[config.mk]
export PLATFORM = sky130hd
export DESIGN_NAME = axi_rr_arbiter
export DESIGN_NICKNAME = d
export VERILOG_FILES = /design/src/rtl/axi_rr_arbiter.sv
export SDC_FILE = /design/constraint.sdc
export NUM_CORES = 1
export LEC_CHECK = 0
export CORE_AREA = 5 5 174 176
export CTS_CLUSTER_DIAMETER = 100
export DETAILED_ROUTE_END_ITERATION = 10
export DIE_AREA = 0 0 179 181
export REMOVE_ABC_BUFFERS = 1
export SYNTH_ARGS = -nofsm -noshare
export SYNTH_HDL_FRONTEND = slang
export SYNTH_SLANG_ARGS = --single-unit
[constraint.sdc]
create_clock -name clock -period 4.34 [get_ports clock]
set_clock_uncertainty 0.1 [all_clocks]
set_input_delay 0.434 -clock clock [delete_from_list [all_inputs] [get_ports clock]]
set_output_delay 0.434 -clock clock [all_outputs]
set_load 0.1 [all_outputs]
[src/rtl/axi_rr_arbiter.sv]
// Purpose : merges N_PORTS AXI4 requesters onto one AXI4 master port with round-robin fairness; one read or write in flight.
// Latency : one cycle of arbitration (IDLE), then AR->R or W->B with no added registers in any channel.
// Backpress: readies/valids are combinational from the master side; ungranted ports see 0 and hold their requests.
//
// Ports: clock/reset (async, active-low); per-port AR/R/AW/W/B channels (flattened, port p in slice p);
//        shared rdata_o/rresp_o/bresp_o; io_master_* is the single downstream AXI4 master.
module axi_rr_arbiter #(
    parameter int N_PORTS = 2,
    parameter int DATA_W  = 32
) (
    input  logic                          clock,
    input  logic                          reset,

    input  logic [N_PORTS-1:0]            arvalid_i,
    output logic [N_PORTS-1:0]            arready_o,
    input  logic [N_PORTS*32-1:0]         araddr_i,
    input  logic [N_PORTS*3-1:0]          arsize_i,
    output logic [N_PORTS-1:0]            rvalid_o,
    input  logic [N_PORTS-1:0]            rready_i,
    output logic [DATA_W-1:0]             rdata_o,
    output logic [1:0]                    rresp_o,

    input  logic [N_PORTS-1:0]            awvalid_i,
    output logic [N_PORTS-1:0]            awready_o,
    input  logic [N_PORTS*32-1:0]         awaddr_i,
    input  logic [N_PORTS*3-1:0]          awsize_i,
    input  logic [N_PORTS-1:0]            wvalid_i,
    output logic [N_PORTS-1:0]            wready_o,
    input  logic [N_PORTS*DATA_W-1:0]     wdata_i,
    input  logic [N_PORTS*(DATA_W/8)-1:0] wstrb_i,
    output logic [N_PORTS-1:0]            bvalid_o,
    input  logic [N_PORTS-1:0]            bready_i,
    output logic [1:0]                    bresp_o,

    input  logic                          io_master_awready,
    output logic                          io_master_awvalid,
    output logic [31:0]                   io_master_awaddr,
    output logic [3:0]                    io_master_awid,
    output logic [7:0]                    io_master_awlen,
    output logic [2:0]                    io_master_awsize,
    output logic [1:0]                    io_master_awburst,
    input  logic                          io_master_wready,
    output logic                          io_master_wvalid,
    output logic [DATA_W-1:0]             io_master_wdata,
    output logic [(DATA_W/8)-1:0]         io_master_wstrb,
    output logic                          io_master_wlast,
    output logic                          io_master_bready,
    input  logic                          io_master_bvalid,
    input  logic [1:0]                    io_master_bresp,
    input  logic [3:0]                    io_master_bid,
    input  logic                          io_master_arready,
    output logic                          io_master_arvalid,
    output logic [31:0]                   io_master_araddr,
    output logic [3:0]                    io_master_arid,
    output logic [7:0]                    io_master_arlen,
    output logic [2:0]                    io_master_arsize,
    output logic [1:0]                    io_master_arburst,
    output logic                          io_master_rready,
    input  logic                          io_master_rvalid,
    input  logic [1:0]                    io_master_rresp,
    input  logic [DATA_W-1:0]             io_master_rdata,
    input  logic                          io_master_rlast,
    input  logic [3:0]                    io_master_rid
);

    localparam int GW     = (N_PORTS > 1) ? $clog2(N_PORTS) : 1;
    localparam int STRB_W = DATA_W / 8;

    typedef enum logic [2:0] {ST_IDLE, ST_AR, ST_R, ST_W, ST_B} state_e;

    state_e          state_q, state_d;
    logic [GW-1:0]   grant_q, grant_d;
    logic [GW-1:0]   rr_ptr_q, rr_ptr_d;
    logic            aw_done_q, aw_done_d;
    logic            w_done_q, w_done_d;

    logic [N_PORTS-1:0] req;
    logic [GW-1:0]      pick;
    logic               pick_vld;
    logic [GW:0]        rr_idx;
    logic [GW-1:0]      grant_inc;
    logic [3:0]         id_ext;
    logic               r_hs, aw_hs, w_hs, b_hs;

    assign req       = arvalid_i | awvalid_i;
    assign id_ext    = 4'(grant_q);
    assign grant_inc = (grant_q == GW'(N_PORTS - 1)) ? '0 : grant_q + GW'(1);

    // Scan offsets from the highest down so the nearest requester at or after
    // rr_ptr overwrites any farther one; the index wraps modulo N_PORTS.
    always_comb begin
        pick     = '0;
        pick_vld = 1'b0;
        rr_idx   = '0;
        for (int i = N_PORTS - 1; i >= 0; i--) begin
            rr_idx = {1'b0, rr_ptr_q} + (GW+1)'(i);
            if (rr_idx >= (GW+1)'(N_PORTS)) begin
                rr_idx = rr_idx - (GW+1)'(N_PORTS);
            end
            if (req[rr_idx[GW-1:0]]) begin
                pick     = rr_idx[GW-1:0];
                pick_vld = 1'b1;
            end
        end
    end

    // Payload muxes and fixed single-beat INCR burst fields.
    assign io_master_araddr  = araddr_i[int'(grant_q)*32 +: 32];
    assign io_master_arsize  = arsize_i[int'(grant_q)*3 +: 3];
    assign io_master_arid    = id_ext;
    assign io_master_arlen   = 8'd0;
    assign io_master_arburst = 2'b01;
    assign io_master_awaddr  = awaddr_i[int'(grant_q)*32 +: 32];
    assign io_master_awsize  = awsize_i[int'(grant_q)*3 +: 3];
    assign io_master_awid    = id_ext;
    assign io_master_awlen   = 8'd0;
    assign io_master_awburst = 2'b01;
    assign io_master_wdata   = wdata_i[int'(grant_q)*DATA_W +: DATA_W];
    assign io_master_wstrb   = wstrb_i[int'(grant_q)*STRB_W +: STRB_W];
    assign io_master_wlast   = 1'b1;

    // A response tagged with another port's ID cannot belong to this
    // transaction, so the requester is told SLVERR instead of the slave's code.
    assign rdata_o = io_master_rdata;
    assign rresp_o = (io_master_rid != id_ext) ? 2'b10 : io_master_rresp;
    assign bresp_o = (io_master_bid != id_ext) ? 2'b10 : io_master_bresp;

    assign r_hs  = io_master_rvalid  & io_master_rready;
    assign aw_hs = io_master_awvalid & io_master_awready;
    assign w_hs  = io_master_wvalid  & io_master_wready;
    assign b_hs  = io_master_bvalid  & io_master_bready;

    // Handshake steering: only the granted port ever sees a valid or ready.
    always_comb begin
        arready_o         = '0;
        rvalid_o          = '0;
        awready_o         = '0;
        wready_o          = '0;
        bvalid_o          = '0;
        io_master_arvalid = 1'b0;
        io_master_rready  = 1'b0;
        io_master_awvalid = 1'b0;
        io_master_wvalid  = 1'b0;
        io_master_bready  = 1'b0;
        case (state_q)
            ST_AR: begin
                io_master_arvalid  = 1'b1;
                arready_o[grant_q] = io_master_arready;
            end
            ST_R: begin
                rvalid_o[grant_q] = io_master_rvalid;
                io_master_rready  = rready_i[grant_q];
            end
            ST_W: begin
                // Each channel stops presenting once its own beat has gone.
                io_master_awvalid  = awvalid_i[grant_q] & ~aw_done_q;
                io_master_wvalid   = wvalid_i[grant_q] & ~w_done_q;
                awready_o[grant_q] = io_master_awready & ~aw_done_q;
                wready_o[grant_q]  = io_master_wready & ~w_done_q;
            end
            ST_B: begin
                bvalid_o[grant_q] = io_master_bvalid;
                io_master_bready  = bready_i[grant_q];
            end
            default: ;
        endcase
    end

    always_comb begin
        state_d   = state_q;
        grant_d   = grant_q;
        rr_ptr_d  = rr_ptr_q;
        aw_done_d = aw_done_q;
        w_done_d  = w_done_q;
        case (state_q)
            ST_IDLE: begin
                if (pick_vld) begin
                    grant_d = pick;
                    // A port asking for both is served read first.
                    state_d = arvalid_i[pick] ? ST_AR : ST_W;
                end
            end
            ST_AR: begin
                if (io_master_arready) begin
                    state_d = ST_R;
                end
            end
            ST_R: begin
                if (r_hs && io_master_rlast) begin
                    state_d  = ST_IDLE;
                    rr_ptr_d = grant_inc;
                end
            end
            ST_W: begin
                if (aw_hs) begin
                    aw_done_d = 1'b1;
                end
                if (w_hs) begin
                    w_done_d = 1'b1;
                end
                if (aw_done_d && w_done_d) begin
                    state_d = ST_B;
                end
            end
            ST_B: begin
                if (b_hs) begin
                    state_d   = ST_IDLE;
                    aw_done_d = 1'b0;
                    w_done_d  = 1'b0;
                    rr_ptr_d  = grant_inc;
                end
            end
            default: state_d = ST_IDLE;
        endcase
    end

    always_ff @(posedge clock or negedge reset) begin
        if (!reset) begin
            state_q   <= ST_IDLE;
            grant_q   <= '0;
            rr_ptr_q  <= '0;
            aw_done_q <= 1'b0;
            w_done_q  <= 1'b0;
        end else begin
            state_q   <= state_d;
            grant_q   <= grant_d;
            rr_ptr_q  <= rr_ptr_d;
            aw_done_q <= aw_done_d;
            w_done_q  <= w_done_d;
        end
    end

endmodule

==> metrics.md, run 1 <==
| Metric | Value |
|---|---|
| Max Clk Rate | 0.295 GHz |
| Fin Setup TNS | 0 ps |
| Initial antenna violation count | 4 |
| Hold buffer count at cts | 0 |
| Post-Syn Instances | 263 |
| Most common cell after layout, fill and taps aside | clkdlybuf4s50_1 |
| Mapped Area | 0.00240 mm^2 |
| Total wire length | 17,400 um |
| Count of nets after finishing | 865 |
| Rel. slew slack | 28.3% |
| Vias after detailed routing | 3,174 |
| Final hold violation count | 0 |
| Post-synth EDFFs | 0 |
| Antenna Cells | 0 |
| Vias in the first global route | 3,539 |
| Vias/cell | 3.26 |
| Status | finished clean |
| PD cells | 763 mW/mm^2 |
| YS warnings | 0 |
| R2r startpoint | grant_q |
| Die height | 181 um |
| Max Slew Vio Count | 0 |
| P&R area growth vs syn | 155% |
| Final Non-Filler Cells | 974 |
| Clock Latency Late Sink | 230 ps |
| Setup Viol. Count Final | 0 |
| Global-route wire length before repair | 23,000 um |
| Residual DRC count | 0 |
| Gr ovfl total | 0 |
| CTS tree | built |
| Syn_area_per_cell | 9.12 um^2 |
| Pin count of the biggest net entering global routing | 47 |
| Num CTS Buffers | 3 |
| CP Launch Type | flip-flop |
| I/O pin count | 460 |
| Post-route ant nets | 0 |
| Root buf cell | clkbuf_16 |
| GRT Total Usage | 9.67% |
| Most frequent cells in the layout | clkdlybuf4s50_1 (318), mux2_2 (107), buf_4 (54), conb_1 (27), nand2_1 (12) |
| FF-to-FF End | state_q[0] |
| Worst Tran Pin Value | 1070 ps |
| LEAKAGE | 0.00237 uW |
| Max VDD drop | 395 uV |
| Sequential area share after synthesis | 7.30% |
| Drt first pass iters | 4 |
| Core area | 0.0285 mm^2 |
| Worst reg2reg setup slack | 2400 ps |
| Max Buffers Root-to-Sink | 2 |
| Data arrival, critical path | 2850 ps |
| Final Cell Area | 0.00612 mm^2 |
| Yosys reg bits | 7 |
| Chip width | 179 um |
| R2R depth | 4 |
| Final Cycle Share | 78.0% |
| Post-CTS sizing | 0 |
| Critical Setup Path Class | flip-flop to output port |
| CP max FO | 46 |
| Worst EP required | 3810 ps |
| Hold Crit Class | input pin to asynchronous set/reset pin |
| Die area | 0.0324 mm^2 |
| Initial DRC count | 40 |
| H-tree levels | 1 |
| Initial Util | 8.43% |
| I/O Buffers | 368 |
| Sink Count | 7 |
| RSZ-0062 raised after global routing | no |
| Min Tclk post-route | 3390 ps |
| Row count | 62 |
| Number of max-cap violations | 0 |
| Gpl congestion | 0.793 |
| Fraction of registers with async set/reset | 100% |
| Synth Flop Type | dfrtp_1 |
| Crit end category | output port |
| Post-CTS Setup Repair Bufs | 0 |
| Detailed-route wire length per cell | 17.8 um |
| DP HPWL | 16,100 um |
| Placed Instance Area | 0.00604 mm^2 |
| Share of cells above drive strength 1 | 29.8% |
| CTS clk-pin slew, worst paths | 40 ps |
| Post-Place Cells | 970 |
| Cell variety after synth | 34 |
sequential cells by signal, summed over array words and instances (netlist names):
signal	cells
aw_done_q	1
grant_q	1
rr_ptr_q	1
state_q	3
w_done_q	1
metrics by stage:
| stage | total power [uW] | utilization (%) | hold slack [ps] | setup WS [ps] |
|---|---|---|---|---|
| 3_3_place_gp | 4540 | 21.2 | 426 | 1170 |
| 2_1_floorplan | 3640 | - | 38.4 | -2710 |
| 6_report | 4670 | 21.5 | 373 | 955 |
| 3_5_place_dp | 4550 | 21.2 | 436 | 1160 |
| 5_1_grt | 4830 | 21.5 | 400 | 840 |
| 4_1_cts | 4720 | 21.5 | 380 | 911 |
metal layers:
| metal | part of all wire, % | vias to the layer above | track usage, % | routed length (um) |
|---|---|---|---|---|
| met5 | 0.74 | - | 2.78 | 129 |
| met4 | 0.67 | 4 | 1.07 | 116 |
| met3 | 18 | 12 | 6.75 | 3040 |
| met2 | 43 | 276 | 14.6 | 7400 |
| met1 | 38 | 1391 | 11.4 | 6660 |
| li1 | - | 1491 | - | - |
cells by family after synthesis:
logic type / synth area share, %
AO/OA/AOI/OAI: 4.22
AND/OR/NAND/NOR: 12.2
buffers and inverters: 23.4
XOR/XNOR: 0.730
other: 0.313
multiplexers: 51.9
flip-flops: 7.30
Yosys cell counts, types with 2 or more instances:
cell type	instances	share of area (%)
and2_1	3	0.78
and3_1	5	1.3
buf_2	10	2.1
buf_4	63	20
buf_6	2	0.94
conb_1	2	0.31
dfrtp_1	7	7.3
inv_1	3	0.47
mux2_2	107	50
mux2i_1	4	1.7
nand2_1	12	1.9
nand2b_1	4	1.0
nand3b_1	3	0.94
nor2_1	8	1.3
nor2_2	2	0.52
nor3_1	4	0.83
nor4_1	2	0.52
o21ai_0	5	1.0
xor2_1	2	0.73
worst max-delay path: stages, from the launching register on:
cell             delay, ps
dfrtp_4                830
buf_4                  410
mux2_2                 380
clkdlybuf4s50_1        970
area by class of cell:
type,count,area (um^2)
clock buffers,4,78.8
fillers,3137,22400
inverters,4,15.0
multi-input cells,202,1760
flip-flops and latches,7,179
well taps,384,480
repair buffers,373,3610
power by group:
part / switching, uW / total [uW] / internal [uW]
logic: 3110 / 4280 / 1170
registers: 132 / 230 / 98.3
clock network: 33.1 / 155 / 122
worst max path at each step:
stage | startpoint | end | slack (ps)
2_1_floorplan | grant_q | io_master_awvalid | -2710
3_3_place_gp | grant_q | io_master_araddr[4] | 1170
3_5_place_dp | grant_q | io_master_awaddr[0] | 1160
4_1_cts | grant_q | io_master_araddr[4] | 910
5_1_grt | grant_q | io_master_awaddr[0] | 840
6_report | grant_q | io_master_araddr[25] | 950
Note: power is estimated with default switching activity, not from simulation.
==> run 2, diff against run 1 <==
Settings changed: CORE_AREA 5 5 174 176 to 5 5 177 179, DIE_AREA 0 0 179 181 to 0 0 182 184.
Clock period 4.34 ns to 3.4 ns, I/O delays scaled along.
==> metrics.md, run 2 (synthesis gave the netlist of run 1 again) <==
| Metric | Value |
|---|---|
| I/O pin count | 460 (unchanged) |
| Num CTS Buffers | 3 (unchanged) |
| Final Non-Filler Cells | 980 (+0.62%) |
| Vias/cell | 3.26 (+0.11%) |
| Sink Count | 7 (unchanged) |
| DP HPWL | 16,000 um (-0.67%) |
| Status | finished clean |
| Cell Chain, Critical Path | buf_12 -> mux2_2 -> buf_4 |
| LEAKAGE | 0.00244 uW (+3.0%) |
| Initial DRC count | 87 (+120%) |
| Clock network fraction of total power | 3.4% (about the same) |
| Critical path buffer and inverter count | 2 (unchanged) |
| Hold Crit Class | input pin to asynchronous set/reset pin |
| CP max FO | 50 (+8.7%) |
| Final Cycle Share | 74.9% |
| Post-Place Cells | 974 (+0.41%) |
| Final Hold Slack | 278 ps (-95.7 ps) |
| Final hold violation count | 0 (unchanged) |
| Max Buffers Root-to-Sink | 2 (unchanged) |
| Switch share | 71.5% (+1.3 points) |
| Grt peak-use layer | met2 |
| Gate power share | 91.6% (about the same) |
| Worst setup endpoint | io_master_awaddr[19] |
| Root buf cell | clkbuf_16 |
| Max Slew Vio Count | 0 (unchanged) |
| Critical Setup Path Class | flip-flop to output port |
| Max Clk Rate | 0.392 GHz |
| Min Tclk post-route | 2550 ps |
| Most common cell after layout, fill and taps aside | clkdlybuf4s50_1 |
| Residual DRC count | 0 (unchanged) |
| Worst path top cell family by delay | flip-flops |
| Setup Viol. Count Final | 0 (unchanged) |
| Biggest register | state_q |
| Initial Util | 8.16% (-0.27 points) |
| Hold buffer count at cts | 0 (unchanged) |
| Die height | 184 um (+1.7%) |
| CTS clk-pin slew, worst paths | 40 ps (about the same) |
| Post-CTS Setup Repair Bufs | 0 (unchanged) |
| Post-route ant nets | 0 (unchanged) |
| Worst reg2reg setup slack | 1280 ps (-1120 ps) |
| Worst EP required | 2960 ps (-850 ps) |
| Share of cells above drive strength 1 | 42.9% (+13 points) |
| RSZ-0062 raised after global routing | no |
| Routing usage on met3 | 6.07% (-0.68 points) |
| Levels on crit path | 3 (unchanged) |
| Clock Latency Late Sink | 230 ps (about the same) |
| Post-CTS sizing | 0 (unchanged) |
| Gpl congestion | 0.841 (+6.1%) |
| Die area | 0.0335 mm^2 (+3.4%) |
| Max FFs per register | 3 (unchanged) |
| FF-to-FF End | rr_ptr_q |
| Chip width | 182 um (+1.7%) |
| Worst Tran Pin Value | 634 ps (-438 ps) |
| Core area | 0.0294 mm^2 (+3.3%) |
| Gr ovfl total | 0 (unchanged) |
| Global Route met1 Usage | 10.8% (-0.59 points) |
| P&R area growth vs syn | 147% |
| Row count | 63 (+1.6%) |
| Total wire length | 17,300 um (-0.27%) |
| Int Pwr | 1670 uW (+20%) |
| Seq pwr share | 5.0% (about the same) |
| Max VDD drop | 653 uV (+65%) |
| Vias in the first global route | 3,451 (-2.5%) |
| Data arrival, critical path | 2110 ps (-740 ps) |
| Net Sw Power | 4200 uW (+28%) |
| Fillers | 3,230 (+3.0%) |
| Fin Setup TNS | 0 ps (unchanged) |
| CTS tree | built |
| Vias after detailed routing | 3,197 (+0.72%) |
| R2r startpoint | grant_q |
| Drt first pass iters | 4 (unchanged) |
| Detailed-route wire length per cell | 17.7 um (-0.88%) |
| Pin count of the biggest net entering global routing | 51 (+8.5%) |
| H-tree levels | 1 (unchanged) |
| Initial antenna violation count | 4 (unchanged) |
| GRT Total Usage | 9.37% (-0.30 points) |
| Global-route wire length before repair | 23,100 um (+0.36%) |
| Slowest CP cell | dfrtp_4 |
| Count of nets after finishing | 863 (-0.23%) |
| I/O Buffers | 368 (unchanged) |
| R2R depth | 5 (+1) |
| Most frequent cells in the layout | clkdlybuf4s50_1 (241), buf_4 (129), mux2_2 (107), conb_1 (27), nand2_1 (12) |
| PD cells | 990 mW/mm^2 (+30%) |
| Critical Path Max Stage Delay | 820 ps (-150 ps) |
| Critical path startpoint | grant_q |
| CP Launch Type | flip-flop |
| Crit end category | output port |
| Met2 Use GR | 14.8% (+0.24 points) |
| Rel. slew slack | 57.7% (+29 points) |
| Number of max-cap violations | 0 (unchanged) |
==> run 2: cell types whose count changed in the layout (fill, tap and decap cells not counted) <==
| cell | change |
|---|---|
| buf_4 | +75 |
| clkbuf_1 | -1 |
| clkdlybuf4s50_1 | -77 |
| clkinv_2 | +1 |
| diode_2 | +2 |
==> run 2: area by class of cell <==
class	instances	area (um^2)	share of cell area [%]
diodes	2	5.00	0.0845
clock buffers	3	75.1	1.27
clock inverters	1	5.00	0.0845
inverters	4	15.0	0.253
multi-input cells	202	1760	29.7
flip-flops and latches	7	179	3.02
well taps	390	488	8.23
repair buffers	371	3400	57.4
==> run 2: power groups by stage <==
stage          Combinational, uW  Clock [uW]  Sequential (uW)
2_1_floorplan               3800           0              417
3_3_place_gp                5410           0              300
3_5_place_dp                5420           0              300
6_report                    5370         199              294
4_1_cts                     5430         203              299
5_1_grt                     5540         211              313
==> run 2: per-layer routing <==
layer  wire, um  vias up
li1           -     1488
met1       6580     1426
met2       7760      267
met3       2640       12
met4        161        4
met5        167        -
==> run 2: through the flow <==
step                      worst slack [ps]  power, uW  util [%]  area (um^2)
final                                  852       5870      20.2         5930
after detailed placement              1060       5720      19.9         5840
after global routing                   744       6060      20.1         5920
after floorplan                      -3560       4220         -         1950
after CTS                              816       5930      20.1         5920
after global placement                1060       5710      19.9         5840
==> run 2: worst min-delay path by stage <==
stage	start	to	slack [ps]	cells past startpoint
finish	reset	rr_ptr_q	280	1
detailed placement	w_done_q	w_done_q	470	2
floorplan	reset	aw_done_q	-60	0
CTS	reset	rr_ptr_q	290	1
global route	reset	state_q[2]	310	1
global placement	aw_done_q	aw_done_q	450	2
==> run 2: worst reg2reg max path, cell delays in order, from the launching register on <==
cell and delay (ps):
dfrtp_4 820, buf_4 420, mux2i_1 270, nand3b_1 180
o21ai_2 70, mux2i_1 110
==> run 3, diff against run 2 <==
Clock period 3.4 ns to 2.45 ns, I/O delays scaled along.
==> metrics.md, run 3 (synthesis gave the netlist of run 1 again) <==
| Metric | Value |
|---|---|
| Die area | 0.0335 mm^2 (unchanged) |
| Rel. slew slack | 63.4% (+5.7 points) |
| LEAKAGE | 0.00302 uW (+24%) |
| Post-route ant nets | 0 (unchanged) |
| Final Cycle Share | 95.3% |
| Number of max-cap violations | 0 (unchanged) |
| Residual DRC count | 0 (unchanged) |
| Min Tclk post-route | 2330 ps |
| Sink Count | 7 (unchanged) |
| Core area | 0.0294 mm^2 (unchanged) |
| DP HPWL | 17,000 um (+6.8%) |
| Total wire length | 18,300 um (+5.9%) |
| CP Launch Type | flip-flop |
| Biggest register | state_q |
| Detailed-route wire length per cell | 18.6 um (+5.5%) |
| R2R depth | 5 (unchanged) |
| Hold Crit Class | input pin to asynchronous set/reset pin |
| Final hold violation count | 0 (unchanged) |
| Setup Viol. Count Final | 0 (unchanged) |
| Vias in the first global route | 3,570 (+3.4%) |
| I/O pin count | 460 (unchanged) |
| GRT Total Usage | 9.93% (+0.56 points) |
| PD cells | 1340 mW/mm^2 (+35%) |
| Post-CTS Setup Repair Bufs | 0 (unchanged) |
| Die height | 184 um (unchanged) |
| Most common cell after layout, fill and taps aside | clkdlybuf4s50_1 |
| Max Clk Rate | 0.428 GHz |
| I/O Buffers | 368 (unchanged) |
| Gr ovfl total | 0 (unchanged) |
| Clock Latency Late Sink | 230 ps (about the same) |
| Data arrival, critical path | 1990 ps (-120 ps) |
| Share of cells above drive strength 1 | 43.1% (+0.22 points) |
| Drt first pass iters | 4 (unchanged) |
| Max Slew Vio Count | 0 (unchanged) |
| Count of nets after finishing | 867 (+0.46%) |
| Vias after detailed routing | 3,210 (+0.41%) |
| Hold buffer count at cts | 0 (unchanged) |
| Max VDD drop | 936 uV (+43%) |
| Post-CTS sizing | 0 (unchanged) |
| Fillers | 3,060 (-5.3%) |
| CTS clk-pin slew, worst paths | 40 ps (about the same) |
| Row count | 63 (unchanged) |
| CTS tree | built |
| Vias/cell | 3.26 (about the same) |
| Initial DRC count | 94 (+8.0%) |
| Status | finished clean |
| H-tree levels | 1 (unchanged) |
| Most frequent cells in the layout | clkdlybuf4s50_1 (241), buf_12 (131), mux2_2 (107), conb_1 (27), nand2_1 (12) |
| Global-route wire length before repair | 24,400 um (+5.6%) |
| Max Buffers Root-to-Sink | 2 (unchanged) |
| Root buf cell | clkbuf_16 |
| Gpl congestion | 0.887 (+5.5%) |
| Critical Setup Path Class | flip-flop to output port |
| CP max FO | 15 (-70%) |
| Chip width | 182 um (unchanged) |
| Worst Tran Pin Value | 545 ps (-89.3 ps) |
| Crit end category | output port |
| RSZ-0062 raised after global routing | no |
| Final Hold Slack | 178 ps (-99.7 ps) |
| Fin Setup TNS | 0 ps (unchanged) |
| Initial Util | 8.16% (unchanged) |
| Max FFs per register | 3 (unchanged) |
| Num CTS Buffers | 3 (unchanged) |
| Initial antenna violation count | 4 (unchanged) |
| Pin count of the biggest net entering global routing | 36 (-29%) |
| P&R area growth vs syn | 216% |
| Worst EP required | 2110 ps (-850 ps) |
[run 3: cell count changes in the layout (fill, tap and decap cells not counted), sizes merged]
cell    previous run  this run
clkinv             1         0
buf              130       134
clkbuf             3         4
[run 3: layout make-up]
cell class	count	area, um^2	area share [%]
flip-flops and latches	7	179	2.36
repair buffers	375	5060	66.7
diodes	2	5.00	0.0660
inverters	4	15.0	0.198
well taps	390	488	6.44
multi-input cells	202	1760	23.2
clock buffers	4	78.8	1.04
[run 3: worst paths after layout]
check / startpoint / endpoint / slack (ps)
setup / recovery: grant_q / bresp_o[0] / 120
hold / removal: reset / rr_ptr_q / 180
setup reg to reg: grant_q / state_q[0] / 620
hold reg to reg: rr_ptr_q / rr_ptr_q / 460
max in group asynchronous: reset / grant_q / 1810
min in group clock: io_master_rdata[24] / rdata_o[24] / 390
[run 3: per-stage QoR]
stage          cell area [um^2]  utilization, %  worst slack, ps  cells  total power, uW
6_report                   7580            25.8              116    984            10100
2_1_floorplan              1950               -            -4410    213             4650
3_5_place_dp               7500            25.5              367    978             9940
4_1_cts                    7580            25.8              124    982            10200
3_3_place_gp               7500            25.5              371    978             9910
5_1_grt                    7580            25.8             66.1    982            10400
[run 3: critical path, stage by stage, from the launching register on]
cell     delay, ps
dfrtp_4        590
buf_12         200
xor2_1         160
nor4_1         370
and2_1         240
buf_12         180
[run 3: power breakdown]
| group | internal, uW | switching, uW |
|---|---|---|
| clock | 216 | 58.0 |
| combinational | 3550 | 5990 |
| sequential | 176 | 148 |
| total | 3940 | 6190 |
[run 3: layer usage]
layer | vias up | part of all wire, % | global-route usage (%)
met5 | - | 0.91 | 3.14
met4 | 4 | 1.2 | 1.56
met3 | 20 | 16 | 6.39
met2 | 271 | 46 | 16.0
met1 | 1414 | 37 | 11.1
li1 | 1501 | - | -
